$ cat src/rtl/wallace_pkg.sv
// wallace_pkg: shared widths, partial-product row type and the 3:2 compressor function.
package wallace_pkg;
    localparam int OP_W = 4;
    localparam int PROD_W = 8;
    typedef logic [3:0][PROD_W-1:0] pp_rows_t;
    function automatic logic [2*PROD_W-1:0] csa32(input logic [PROD_W-1:0] x, input logic [PROD_W-1:0] y,
                                                  input logic [PROD_W-1:0] z);
        return {x ^ y ^ z, ((x & y) | (x & z) | (y & z)) << 1};
    endfunction
endpackage

$ cat src/rtl/csa_row.sv
// csa_row: PROD_W-wide 3:2 compressor; carry is already shifted to its weight, top carry dropped.
module csa_row import wallace_pkg::*; (
    input  logic [PROD_W-1:0] x,
    input  logic [PROD_W-1:0] y,
    input  logic [PROD_W-1:0] z,
    output logic [PROD_W-1:0] s,
    output logic [PROD_W-1:0] c
);
    assign {s, c} = csa32(x, y, z);
endmodule

$ cat src/rtl/wallace_csa_pipe.sv
// wallace_csa_pipe: handshaked 4x4 partial-product + two-level CSA front end, redundant sum/carry out.
// WALLACE_CSA_PIPE_STAGE2_EN adds a register between CSA level 1 and level 2.
module wallace_csa_pipe import wallace_pkg::*; #(
    parameter int TAG_W = 2
) (
    input  logic              clk,
    input  logic              rst,
    input  logic              in_valid,
    output logic              in_ready,
    input  logic [OP_W-1:0]   in_a,
    input  logic [OP_W-1:0]   in_b,
    input  logic [TAG_W-1:0]  in_tag,
    output logic              out_valid,
    input  logic              out_ready,
    output logic [PROD_W-1:0] out_sum,
    output logic [PROD_W-1:0] out_carry,
    output logic [TAG_W-1:0]  out_tag
);
    pp_rows_t pp;
    logic [PROD_W-1:0] s1, c1, s2, c2, l2_x, l2_y, l2_z;
    logic [TAG_W-1:0] l2_tag;
    logic l2_valid, ld2;
    logic v2_q, v2_d;
    logic [PROD_W-1:0] sum_q, sum_d, carry_q, carry_d;
    logic [TAG_W-1:0] tag_q, tag_d;

    always_comb begin
        for (int i = 0; i < 4; i++) pp[i] = {{OP_W{1'b0}}, in_a & {OP_W{in_b[i]}}} << i;
    end

    csa_row u_l1 (.x(pp[0]), .y(pp[1]), .z(pp[2]), .s(s1), .c(c1));
    csa_row u_l2 (.x(l2_x), .y(l2_y), .z(l2_z), .s(s2), .c(c2));

    // Output register loads when empty or when its word leaves this cycle.
    assign ld2 = !v2_q || out_ready;

`ifdef WALLACE_CSA_PIPE_STAGE2_EN
    logic v1_q, v1_d, ld1;
    logic [PROD_W-1:0] s1_q, s1_d, c1_q, c1_d, pp3_q, pp3_d;
    logic [TAG_W-1:0] tag1_q, tag1_d;
    assign ld1 = !v1_q || ld2;
    assign in_ready = ld1;
    always_comb begin
        v1_d   = ld1 ? in_valid : v1_q;
        s1_d   = ld1 ? s1 : s1_q;
        c1_d   = ld1 ? c1 : c1_q;
        pp3_d  = ld1 ? pp[3] : pp3_q;
        tag1_d = ld1 ? in_tag : tag1_q;
    end
    always_ff @(posedge clk or posedge rst) begin
        if (rst) begin
            v1_q   <= 1'b0;
            s1_q   <= '0;
            c1_q   <= '0;
            pp3_q  <= '0;
            tag1_q <= '0;
        end else begin
            v1_q   <= v1_d;
            s1_q   <= s1_d;
            c1_q   <= c1_d;
            pp3_q  <= pp3_d;
            tag1_q <= tag1_d;
        end
    end
    assign {l2_x, l2_y, l2_z, l2_tag, l2_valid} = {s1_q, c1_q, pp3_q, tag1_q, v1_q};
`else
    assign in_ready = ld2;
    assign {l2_x, l2_y, l2_z, l2_tag, l2_valid} = {s1, c1, pp[3], in_tag, in_valid};
`endif

    always_comb begin
        v2_d    = ld2 ? l2_valid : v2_q;
        sum_d   = ld2 ? s2 : sum_q;
        carry_d = ld2 ? c2 : carry_q;
        tag_d   = ld2 ? l2_tag : tag_q;
    end

    always_ff @(posedge clk or posedge rst) begin
        if (rst) begin
            v2_q    <= 1'b0;
            sum_q   <= '0;
            carry_q <= '0;
            tag_q   <= '0;
        end else begin
            v2_q    <= v2_d;
            sum_q   <= sum_d;
            carry_q <= carry_d;
            tag_q   <= tag_d;
        end
    end

    assign out_valid = v2_q;
    assign out_sum   = sum_q;
    assign out_carry = carry_q;
    assign out_tag   = tag_q;
endmodule

$ cat config.mk
export PLATFORM = sky130hd
export DESIGN_NAME = wallace_csa_pipe
export DESIGN_NICKNAME = d
export VERILOG_FILES = /design/src/rtl/wallace_pkg.sv /design/src/rtl/csa_row.sv /design/src/rtl/wallace_csa_pipe.sv
export SDC_FILE = /design/constraint.sdc
export NUM_CORES = 1
export LEC_CHECK = 0
export BUFFER_PORTS_ARGS = -buffer_cell sky130_fd_sc_hd__buf_4
export CAP_MARGIN = 20
export CORE_ASPECT_RATIO = 0.6
export CORE_MARGIN = 1.5
export CORE_UTILIZATION = 47
export DETAILED_ROUTE_END_ITERATION = 16
export PLACE_DENSITY = 0.77
export REMOVE_ABC_BUFFERS = 1
export SLEW_MARGIN = 20
export SYNTH_ARGS = -nofsm -noshare
export SYNTH_HDL_FRONTEND = slang
export SYNTH_HIERARCHICAL = 1
export SYNTH_SLANG_ARGS = --single-unit
$ cat constraint.sdc
create_clock -name clk -period 1.1 [get_ports clk]
set_input_delay 0.055 -clock clk [delete_from_list [all_inputs] [get_ports clk]]
set_output_delay 0.055 -clock clk [all_outputs]
set_load 0.02 [all_outputs]
==> results.md, run 1 <==
Synthesis:
- After synthesis, the largest family of logic cells by area is adder cells.
- In this run the cell area of the synthesized design comes to 1246 µm².
- The count of distinct cell types in the synthesized netlist is 11.
- The complex-gate fraction of the synthesized area came to 0.
- The XOR/XNOR share of the synthesized area is 0.03815.
- The share of synthesized area occupied by flip-flops and latches is 0.3815.
- The count of synthesis-stage warnings from yosys is 6.
- The area share of and/or/nand/nor cells after synthesis is 0.09639.
- The gate count of the mapped netlist is a little under 80.
- The synthesized area per cell is between 15 and 20 µm².
- Of the total synthesized cell area, the portion taken by full adders, half adders and majority gates is 0.2249.
- After synthesis the netlist holds a flip-flop and latch count of 19.
- The portion of synthesized area spent on multiplexers is 0.2169.

Setup path:
- The kind of cell with the highest combined delay along the critical path is adder cells.
- The longest individual stage delay on the worst path is about 0.56 ns.
- The maximum fanout encountered on the critical timing path is 4.
- The signal on the critical path passes through buf_8, and2_4, fa_2, fa_1, mux2_4.
- For this design, the slowest cell found on the critical path is fa_2.
- For the worst setup path, the data arrival time is 1.55 ns.
- The number of buffer and inverter stages on the critical path is 1.
- The critical path data required time is approximately 1.2 ns.
- The worst setup path is captured at a flip-flop.
- The type of origin of the critical path is an input pin.
- The type of the setup path with the least slack is in -> reg.

Power and ir drop:
- Across the VDD grid, the largest voltage drop is between 0.0008 and 0.0009 V.
- For this design the ratio of total power to cell area is between 1000 and 1500 nW/µm².
- The post-route total power is ~2.5 mW.
- The static leakage power is 0.9193 nW.

Final layout:
- The number of antenna diodes in the final layout is 0.
- The filler cells instantiated in the layout total 163.
- The post-route cell area is approximately 1800 µm².
- The finished layout holds 168 standard cells, fillers aside.
- The fraction of final layout cells with drive strength greater than 1 is 0.5735.
- In the layout the commonest cells are buf_4 (28), dfrtp_1 (19), mux2_4 (18), conb_1 (18), and2_4 (10).
- The most common library cell in the layout ignoring fill and taps is buf_4.
- The area used by multi-input combinational logic is around 800 µm².
- From synthesis to final layout, the design area changed by 44.58%.
- The final-stage net count is about 170.
- The area taken by flip-flops and latches is between 400 and 500 µm².

Placed design:
- At the placement stage, the worst setup path has a slack of -0.6217 ns.
- Including well taps, the total number of placed cells is between 150 and 200.
- Routability-driven placement finished with a final weighted congestion of between 0.6 and 0.7.
- During placement, the flow inserted port buffers numbering 33.
- Once detailed placement completed, the half-perimeter wirelength came to roughly 1700 µm.
- In this run the cell area measured after placement is 1595 µm².

Global route:
- The first global-routing pass estimated 3795 µm of wire.
- After global routing the overflow that remains totals 0.
- The via count of the first global-routing pass is approximately 790.
- Entering global routing, the biggest net connects 20 pins.
- The total global-route track usage is 0.1696.
- The initial antenna violation count is 0.

Clocking:
- Clock tree synthesis found a total of 19 sinks.
- Clock tree synthesis inserted a total of 3 buffers.
- The cell chosen for the clock root is clkbuf_8.
- The count of H-tree levels built during CTS is 1.
- The clock insertion delay at the later pin of the skew report is about 0.25 ns.
- The number of buffers on the longest clock path is 2.
- Clock-pin slew was measured on the worst setup and hold paths at 0.07 ns.
- TritonCTS built the clock tree.

Drt:
- Summing over every cut layer, the via total after detailed routing is ~730.
- In the routed layout, each cell is associated on average with a via count of 4.369.
- The detail route stage leaves a number of antenna-violating nets equal to 0.
- The first-iteration detailed-routing DRC count is 19.
- In the routed design, unresolved DRC markers number 0.
- The average detailed-routed wire length per instance is 12.79 µm.
- The number of optimization iterations in the first detailed-route pass is 2.
- The final wirelength is 2149 µm.

Timing:
- Across all setup checks in the final design, the least slack found is -0.3039 ns.
- The worst path in the final design needs a cycle of between 1 and 1.5 ns, including I/O delays and setup.
- The portion of the clock cycle consumed by the worst path in the final layout is 1.276.
- The final setup skew is 0.0007008 ns.
- Setup violations remaining at the end of the flow were counted as 14.
- The peak clock frequency supported by timing is between 700 and 800 MHz.
- The count of final hold-check violations is 0.
- Setup repair after global routing could not meet its margin everywhere.
- The number of pins with negative max-slew slack in the final report is 0.
- Across all hold checks on the routed design, the worst slack comes to 0.02652 ns.

Outcome:
- The flow ran to the end, but the final reports show violations.
- The checks that failed: setup timing.

Die:
- The floorplan step defined a die boundary enclosing 2979 µm².
- The die outline width is just under 70 µm.
- The row count is 14.
- The total core area is between 2000 and 3000 µm².
- The y dimension of the die is around 43 µm.
- The initial utilization of the core area, before any placement, comes to 0.4975.
- 34 I/O pins were placed.

Flow run:
- The tool flagged a number of max-cap violations equal to 0.

Worst hold path:
- The path class of the tightest hold or removal check is in -> reg.
## state kept, by name, summed over array words and instances, names as in the netlist
signal / count
out_sum: 8
out_tag: 2
out_valid: 1
out_carry: 8
## logic make-up (layout without fill, tap and decap cells)
family                     after synthesis  count (layout)
xor gates and xnor gates                 2               2
adders and majority gates               14              14
buffers and inverters                    5              47
DFF                                     19              19
muxes                                   18              18
other                                    3              18
and+or+nand+nor                         18              18
## power breakdown
part	switching [mW]	internal, mW	total, mW
logic	0.455	0.613	1.07
registers	0.0886	0.848	0.937
clock network	0.224	0.252	0.476
total	0.768	1.71	2.48
## path summary, 6_finish.rpt
kind / from / to / slack, ns / cells after the start
max in group asynchronous: rst / out_sum[4]$_DFFE_PP0P_ / 0.54 / 4
min in group asynchronous: rst / out_tag[1]$_DFFE_PP0P_ / 0.36 / 4
setup reg to reg: out_valid$_DFFE_PP0P_ / out_carry[1]$_DFFE_PP0P_ / -0.07 / 4
hold / removal: in_tag[0] / out_tag[0]$_DFFE_PP0P_ / 0.03 / 2
setup / recovery: in_b[2] / out_sum[3]$_DFFE_PP0P_ / -0.30 / 5
hold reg to reg: out_carry[2]$_DFFE_PP0P_ / out_carry[2]$_DFFE_PP0P_ / 0.51 / 1
## cells in the mapped netlist, drive strengths merged
library cell	n	area, µm²
and2	16	100.1
buf	4	37.53
conb	3	11.26
dfrtp	19	475.5
fa	14	280.3
inv	1	3.750
mux2	18	270.3
nand2b	2	20.02
xor3	2	47.55
## layer usage
metal / GRT usage / vias up / share of wire
met2: 0.2596 / 24 / 0.48
met5: 0 / - / 0
met4: 0.03529 / 0 / 0.0084
met3: 0.06651 / 4 / 0.065
met1: 0.2317 / 358 / 0.44
li1: - / 348 / -
## timing repair
item,CTS,global route
hold endpoints to repair,20,0
resized for setup,22,10
endpoints found under the setup margin,13,19
cloned,1,0
buffers inserted,0,3
pin swaps,9,6
hold buffers,2,0
## cell type report
cell class              count  area share
clock buffers               3     0.02292
clock inverters             1    0.002778
inverters                   1    0.002083
multi-input cells          70      0.4569
flip-flops and latches     19      0.2639
well taps                  32     0.02222
repair buffers             42      0.2292
## worst reg2reg max path, stage by stage (launching register included)
cell	delay (ns)
dfrtp_1	0.41
nand2b_4	0.13
buf_12	0.12
buf_16	0.11
mux2_4	0.29
## metrics by stage
step             util  setup TNS (ns)
2_1_floorplan       -          -4.869
3_3_place_gp   0.6369          -5.467
3_5_place_dp   0.6369          -5.658
4_1_cts        0.7028          -2.290
5_1_grt        0.7193          -2.509
6_report       0.7193          -2.166
No activity file was read; power rests on OpenSTA's default activity.
==> inputs of run 2 (changes only) <==
Settings changed: TNS_END_PERCENT from default to 5.
==> results.md, run 2 (same netlist as run 1, synthesis figures left out) <==
Timing:
- Once routing completed, OpenROAD measured the worst setup slack at -0.3132 ns.
- After layout, the minimum clock period comes to between 1 and 1.5 ns.
- The number of endpoints failing setup at the final stage is 10.
- The sum of negative setup slack is -2.211 ns.
- The number of pins with negative max-slew slack in the final report is 0.
- The final setup skew is 0.0009845 ns.
- The count of final hold-check violations is 0.
- Setup repair after global routing could not meet its margin everywhere.
- The worst hold margin is 0.02738 ns.
- The peak clock frequency supported by timing is 707.6 MHz.
- The portion of the clock cycle consumed by the worst path in the final layout is 1.285.

Global route:
- The initial antenna violation count came to 0.
- The met1 capacity usage during global routing is 0.2193.
- The pin count of the biggest net entering global routing is 20.
- The first global-routing pass estimated about 3700 µm of wire.
- The via count of the first global-routing pass is roughly 790.
- The fraction of met2 tracks used by global routing is 0.2596.
- The fraction of met3 tracks used by global routing is 0.06651.
- The most used routing layer in global routing is met2.
- For this run, the total global-route usage over all layers was measured as 0.1653.
- The global route total overflow is 0.

Setup path:
- For the worst setup path, the data arrival time is approximately 1.6 ns.
- For the worst setup path, the data required time is between 1 and 1.5 ns.
- For this run, the slowest stage of the critical path takes roughly 0.55 ns.
- The type of the setup path with the least slack is in -> reg.
- The slowest stage cell on the critical path is fa_1.
- The maximum fanout encountered on the critical timing path is 4.
- STA classifies the critical path startpoint as an input pin.
- The worst setup path is captured at a flip-flop.
- Among the stages of the critical path, the cell type that occurs most often is fa_1.
- Traced cell by cell, the critical path runs through buf_6, and2_4, fa_1, fa_1, mux2_4.

Placed design:
- The total half-perimeter wirelength after legalization and detailed placement is 1657 µm.
- Including well taps, the total number of placed cells is roughly 160.
- The final weighted congestion in routability-driven placement is 0.6777.
- Buffers placed on the I/O ports in this run total 33.

Drt:
- The total vias in the final route is 722.
- The first detailed-routing pass ran for 4 iterations.
- The final antenna-violating net count is 0.
- Dividing the detail-routed via count by the number of cells gives between 4 and 5.
- Dividing the detail-routed wire length by the instance count gives ~13 µm.
- The final wirelength is 2092 µm.
- In the routed design, unresolved DRC markers number 0.
- For this block, the initial DRC count from the detailed router was 26.

Die:
- The total die area is between 2000 and 3000 µm².
- Measured along the x axis, the die boundary spans ~69 µm.
- The starting utilization of the core area is 0.4975.
- The initialized floorplan defines 14 standard-cell rows.
- In this run the vertical extent of the chip is around 43 µm.
- Pin placement for this block handled 34 I/O pins.
- In this run the standard cell core region covers approximately 2500 µm².

Power and ir drop:
- The post-route total power is roughly 2.4 mW.
- The peak ir drop on the vdd network is 0.0008916 V.
- For this design the ratio of total power to cell area is approximately 1400 nW/µm².
- The static leakage power is ~0.9 nW.

Final layout:
- The final-stage net count is 162.
- The library cell used most frequently in the layout, excluding fill and tap cells, is buf_4.
- In the final layout, the share of cells above drive strength 1 is 0.5263.
- The relative area change from synthesis to final layout is 37.15%.
- The library cells used most frequently in the layout, excluding fill and tap cells, are buf_4 (30), dfrtp_1 (19), mux2_4 (18), conb_1 (18), and2_1 (11).
- The non-filler instance count after layout is between 150 and 200.
- 0 antenna diodes ended up in the layout.
- The number of inserted filler cells in the final layout is about 180.

Clocking:
- The number of buffers inserted to repair setup after CTS is 0.
- The count of H-tree levels built during CTS is 1.
- Buffers inserted during clock tree synthesis total 3.
- The clock insertion delay at the later pin of the skew report is between 0.2 and 0.3 ns.
- The cell chosen for the clock root is clkbuf_8.
- Clock-pin slew was measured on the worst setup and hold paths at roughly 0.070 ns.
- The CTS sink count is 19.
- TritonCTS built the clock tree.
- The clock passes through at most 2 buffers.

Worst hold path:
- The type of the tightest min-delay check is in -> reg.

Outcome:
- The final reports fail on setup timing.
- The run finished, with violations left.

Flow run:
- The reported max-cap violation count is 0.
[run 2: cell type report]
| class | instances | area (µm²) | area share |
|---|---|---|---|
| clock buffer | 3 | 41.29 | 0.02416 |
| clock inverter | 1 | 5.005 | 0.002928 |
| inverter | 1 | 3.754 | 0.002196 |
| multi-input combinational | 70 | 810.8 | 0.4744 |
| sequential | 19 | 475.5 | 0.2782 |
| tap | 32 | 40.04 | 0.02343 |
| timing repair buffer | 39 | 332.8 | 0.1947 |
[run 2: worst max-delay path, delay by kind of cell]
kind                       cells  cell delay, ns
adders and majority gates      2            0.99
muxes                          1            0.27
buffers and inverters          1            0.10
and+or+nand+nor                1            0.15
[run 2: report_power, final]
part           internal, mW  switching, mW  total (mW)  leakage (nW)
Sequential            0.848         0.0873       0.935         0.227
Clock                 0.252          0.225       0.476        0.0255
Combinational         0.574          0.447        1.02         0.622
Total                  1.67          0.759        2.43         0.874
[run 2: repair_timing]
| item | in CTS | in global routing |
|---|---|---|
| setup endpoints to repair | 13 | 15 |
| endpoints found under the hold margin | 20 | 0 |
| pin swaps | 9 | 2 |
| hold buffers | 2 | 0 |
| gates resized for setup | 14 | 2 |
[run 2: per-stage QoR]
stage	util	setup slack, ns	instance area (µm²)
after detailed placement	0.6369	-0.6217	1595
after global routing	0.6823	-0.3283	1709
after floorplan	-	-0.4286	1265
final	0.6823	-0.3132	1709
after CTS	0.6798	-0.3214	1703
after global placement	0.6369	-0.5979	1595
[run 2: path summary, 6_finish.rpt]
path                       slack (ns)                      from                       end  depth (start not counted)
min in group asynchronous        0.36                       rst    out_tag[1]$_DFFE_PP0P_                          4
min reg2reg                      0.51  out_carry[2]$_DFFE_PP0P_  out_carry[2]$_DFFE_PP0P_                          1
max                             -0.31                   in_a[2]    out_sum[2]$_DFFE_PP0P_                          5
min                              0.03                 in_tag[0]    out_tag[0]$_DFFE_PP0P_                          2
max reg2reg                         0     out_valid$_DFFE_PP0P_  out_carry[6]$_DFFE_PP0P_                          3
max in group asynchronous        0.54                       rst    out_sum[5]$_DFFE_PP0P_                          4
[run 2: per-layer routing]
metal	vias to the layer above	wire length [µm]
met4	0	23
met1	350	899
li1	341	-
met3	5	145
met2	26	1024
met5	-	0
==> inputs of run 3 (changes only) <==
Settings changed: PLACE_DENSITY 0.77 to 0.75.
==> results.md, run 3 (same netlist as run 1, synthesis figures left out) <==
Outcome:
- The run finished, with violations left.
- The checks that failed: setup timing.

Clocking:
- The number of buffers on the longest clock path is 2.
- The clock insertion delay at the later pin of the skew report is 0.26 ns.
- The CTS tree is yes.
- Buffers added to address setup during post-CTS repair amount to 0.
- The tree is rooted in a clkbuf_8.
- The count of H-tree levels built during CTS is 1.
- The CTS sink count is 19.
- The clock buffer count from CTS is 3.
- After clock tree synthesis, the clock-pin slew on the worst setup and hold paths is roughly 0.070 ns.

Setup path:
- For the worst flop-to-flop path, the logic depth is 3.
- For the worst setup path, the data required time is approximately 1.2 ns.
- On the critical path, the stage with the largest delay is an instance of fa_2.
- The maximum fanout encountered on the critical timing path is 4.
- The longest individual stage delay on the worst path is approximately 0.57 ns.
- Data on the critical path arrives at its endpoint at between 1.5 and 2 ns.
- The type of the setup path with the least slack is in -> reg.
- The cell family with the largest share of critical-path delay is adder cells.
- STA classifies the critical path startpoint as an input pin.
- Together, buffers and inverters on the worst path number 1.
- The worst setup path is captured at a flip-flop.
- The cell count along the critical path is 5.
- The critical path goes through buf_8, and2_4, fa_2, fa_1, mux2_4.

Global route:
- The pin count of the biggest net entering global routing is 20.
- The initial antenna violation count is 0.
- The via count of the first global-routing pass is 826.
- The global route total overflow is 0.
- The wire length of the first global-routing pass is approximately 3700 µm.
- The total global-route track usage is 0.1640.

Drt:
- After detailed routing, the number of remaining DRC violations is 0.
- After detailed routing, the average wire length per cell comes to approximately 13 µm.
- The final antenna-violating net count is 0.
- The detailed router put a total of between 900 and 1000 µm of wire on met1.
- The highest signal layer in the routed design is met4.
- In the routed layout, each cell is associated on average with a via count of around 4.4.
- After the first detailed-routing iteration, the DRC count stood at 17.
- The final wirelength is about 2100 µm.
- The first TritonRoute pass finished after 2 iterations.
- The length of routed met2 wiring is between 900 and 1000 µm.
- Detailed routing placed a total of 163 µm of wire on met3.
- The total vias in the final route is about 730.

Final layout:
- The utilization after layout is 0.6958.
- The top cell types in the final layout, fill and taps aside, are buf_4 (29), dfrtp_1 (19), mux2_4 (18), conb_1 (18), and2_1 (11).
- The most common library cell in the layout ignoring fill and taps is buf_4.
- The diode insertion count for antenna repair is 0.
- Of the cells placed in the final design, the portion with a size suffix greater than 1 is 0.5373.
- The final-stage net count is approximately 160.
- Compared with the post-synthesis result, the final layout area differs by 39.86%.

Timing:
- In the final timing run, aggregate negative setup slack is -2.247 ns.
- The clock arrives with 0.005553 ns of skew.
- Setup repair after global routing could not meet its margin everywhere.
- The number of pins with negative max-slew slack in the final report is 0.
- The portion of the clock cycle consumed by the worst path in the final layout is 1.296.
- The count of final hold-check violations is 0.
- Setup violations remaining at the end of the flow were counted as 13.
- The minimum clock period is around 1.4 ns.
- The least setup slack across all paths after layout is -0.3252 ns.
- The peak clock frequency supported by timing is about 700 MHz.

Die:
- 34 I/O pins were placed.
- The total core area is ~2500 µm².
- The die is roughly 69 µm wide.
- The starting utilization of the core area is 0.4975.
- Measured along the y axis, the die boundary spans 42.89 µm.
- The row count is 14.
- The die covers ~3000 µm².

Placed design:
- The final weighted congestion in routability-driven placement is about 0.73.
- The number of port buffers is 33.
- The total half-perimeter wirelength after legalization and detailed placement is ~1600 µm.

Power and ir drop:
- For this design the static power due to leakage is between 0.8 and 0.9 nW.
- The power per cell area is between 1000 and 1500 nW/µm².
- The peak ir drop on the vdd network is 0.0007454 V.

Worst hold path:
- The number of instances on the worst hold path is 2.
- The type of the tightest min-delay check is in -> reg.

Flow run:
- Max-cap violations in this run came to 0.
-- run 3: timing repair --
| action | 4_1_cts | 5_1_grt |
|---|---|---|
| gates resized for setup | 12 | 8 |
| hold buffers | 2 | 0 |
| endpoints found under the hold margin | 20 | 0 |
| endpoints found under the setup margin | 18 | 19 |
| pin swaps | 7 | 6 |
-- run 3: area by class of cell --
cell class	instances	area (µm²)
multi-input cells	70	813.3
inverters	1	3.754
well taps	32	40.04
clock buffers	3	41.29
clock inverters	1	5.005
repair buffers	40	364.1
flip-flops and latches	19	475.5
fillers	185	762.0
-- run 3: routing by layer --
layer,vias up,GRT usage
met2,24,0.2750
li1,344,-
met1,359,0.2047
met4,0,0.03529
met5,-,0
met3,2,0.06413
-- run 3: final timing paths --
path                                         from  slack, ns                     end
max in group asynchronous                     rst       0.52  out_sum[5]$_DFFE_PP0P_
min reg2reg                out_sum[5]$_DFFE_PP0P_       0.51  out_sum[5]$_DFFE_PP0P_
max reg2reg                 out_valid$_DFFE_PP0P_      -0.02  out_sum[3]$_DFFE_PP0P_
max                                       in_b[2]      -0.33  out_sum[3]$_DFFE_PP0P_
min in group asynchronous                     rst       0.38  out_sum[7]$_DFFE_PP0P_
min                                     in_tag[0]       0.02  out_tag[0]$_DFFE_PP0P_
-- run 3: stage by stage --
stage / worst slack [ns] / power, mW / hold WS, ns / cell area (µm²) / instances
after detailed placement: -0.6358 / 1.951 / 0.1038 / 1615 / 160
after CTS: -0.3372 / 2.469 / 0.01323 / 1718 / 166
after floorplan: -0.4286 / 1.557 / 0.006132 / 1265 / 90
final: -0.3252 / 2.454 / 0.02255 / 1743 / 166
after global placement: -0.5969 / 1.926 / 0.09545 / 1615 / 160
after global routing: -0.3366 / 2.606 / 0.01275 / 1743 / 166
-- run 3: power breakdown --
group          total, mW  switching, mW  internal, mW  leakage [nW]
logic               1.04          0.449         0.588         0.634
clock network      0.478          0.226         0.252        0.0255
registers          0.939         0.0912         0.848         0.227
total               2.45          0.766          1.69         0.887
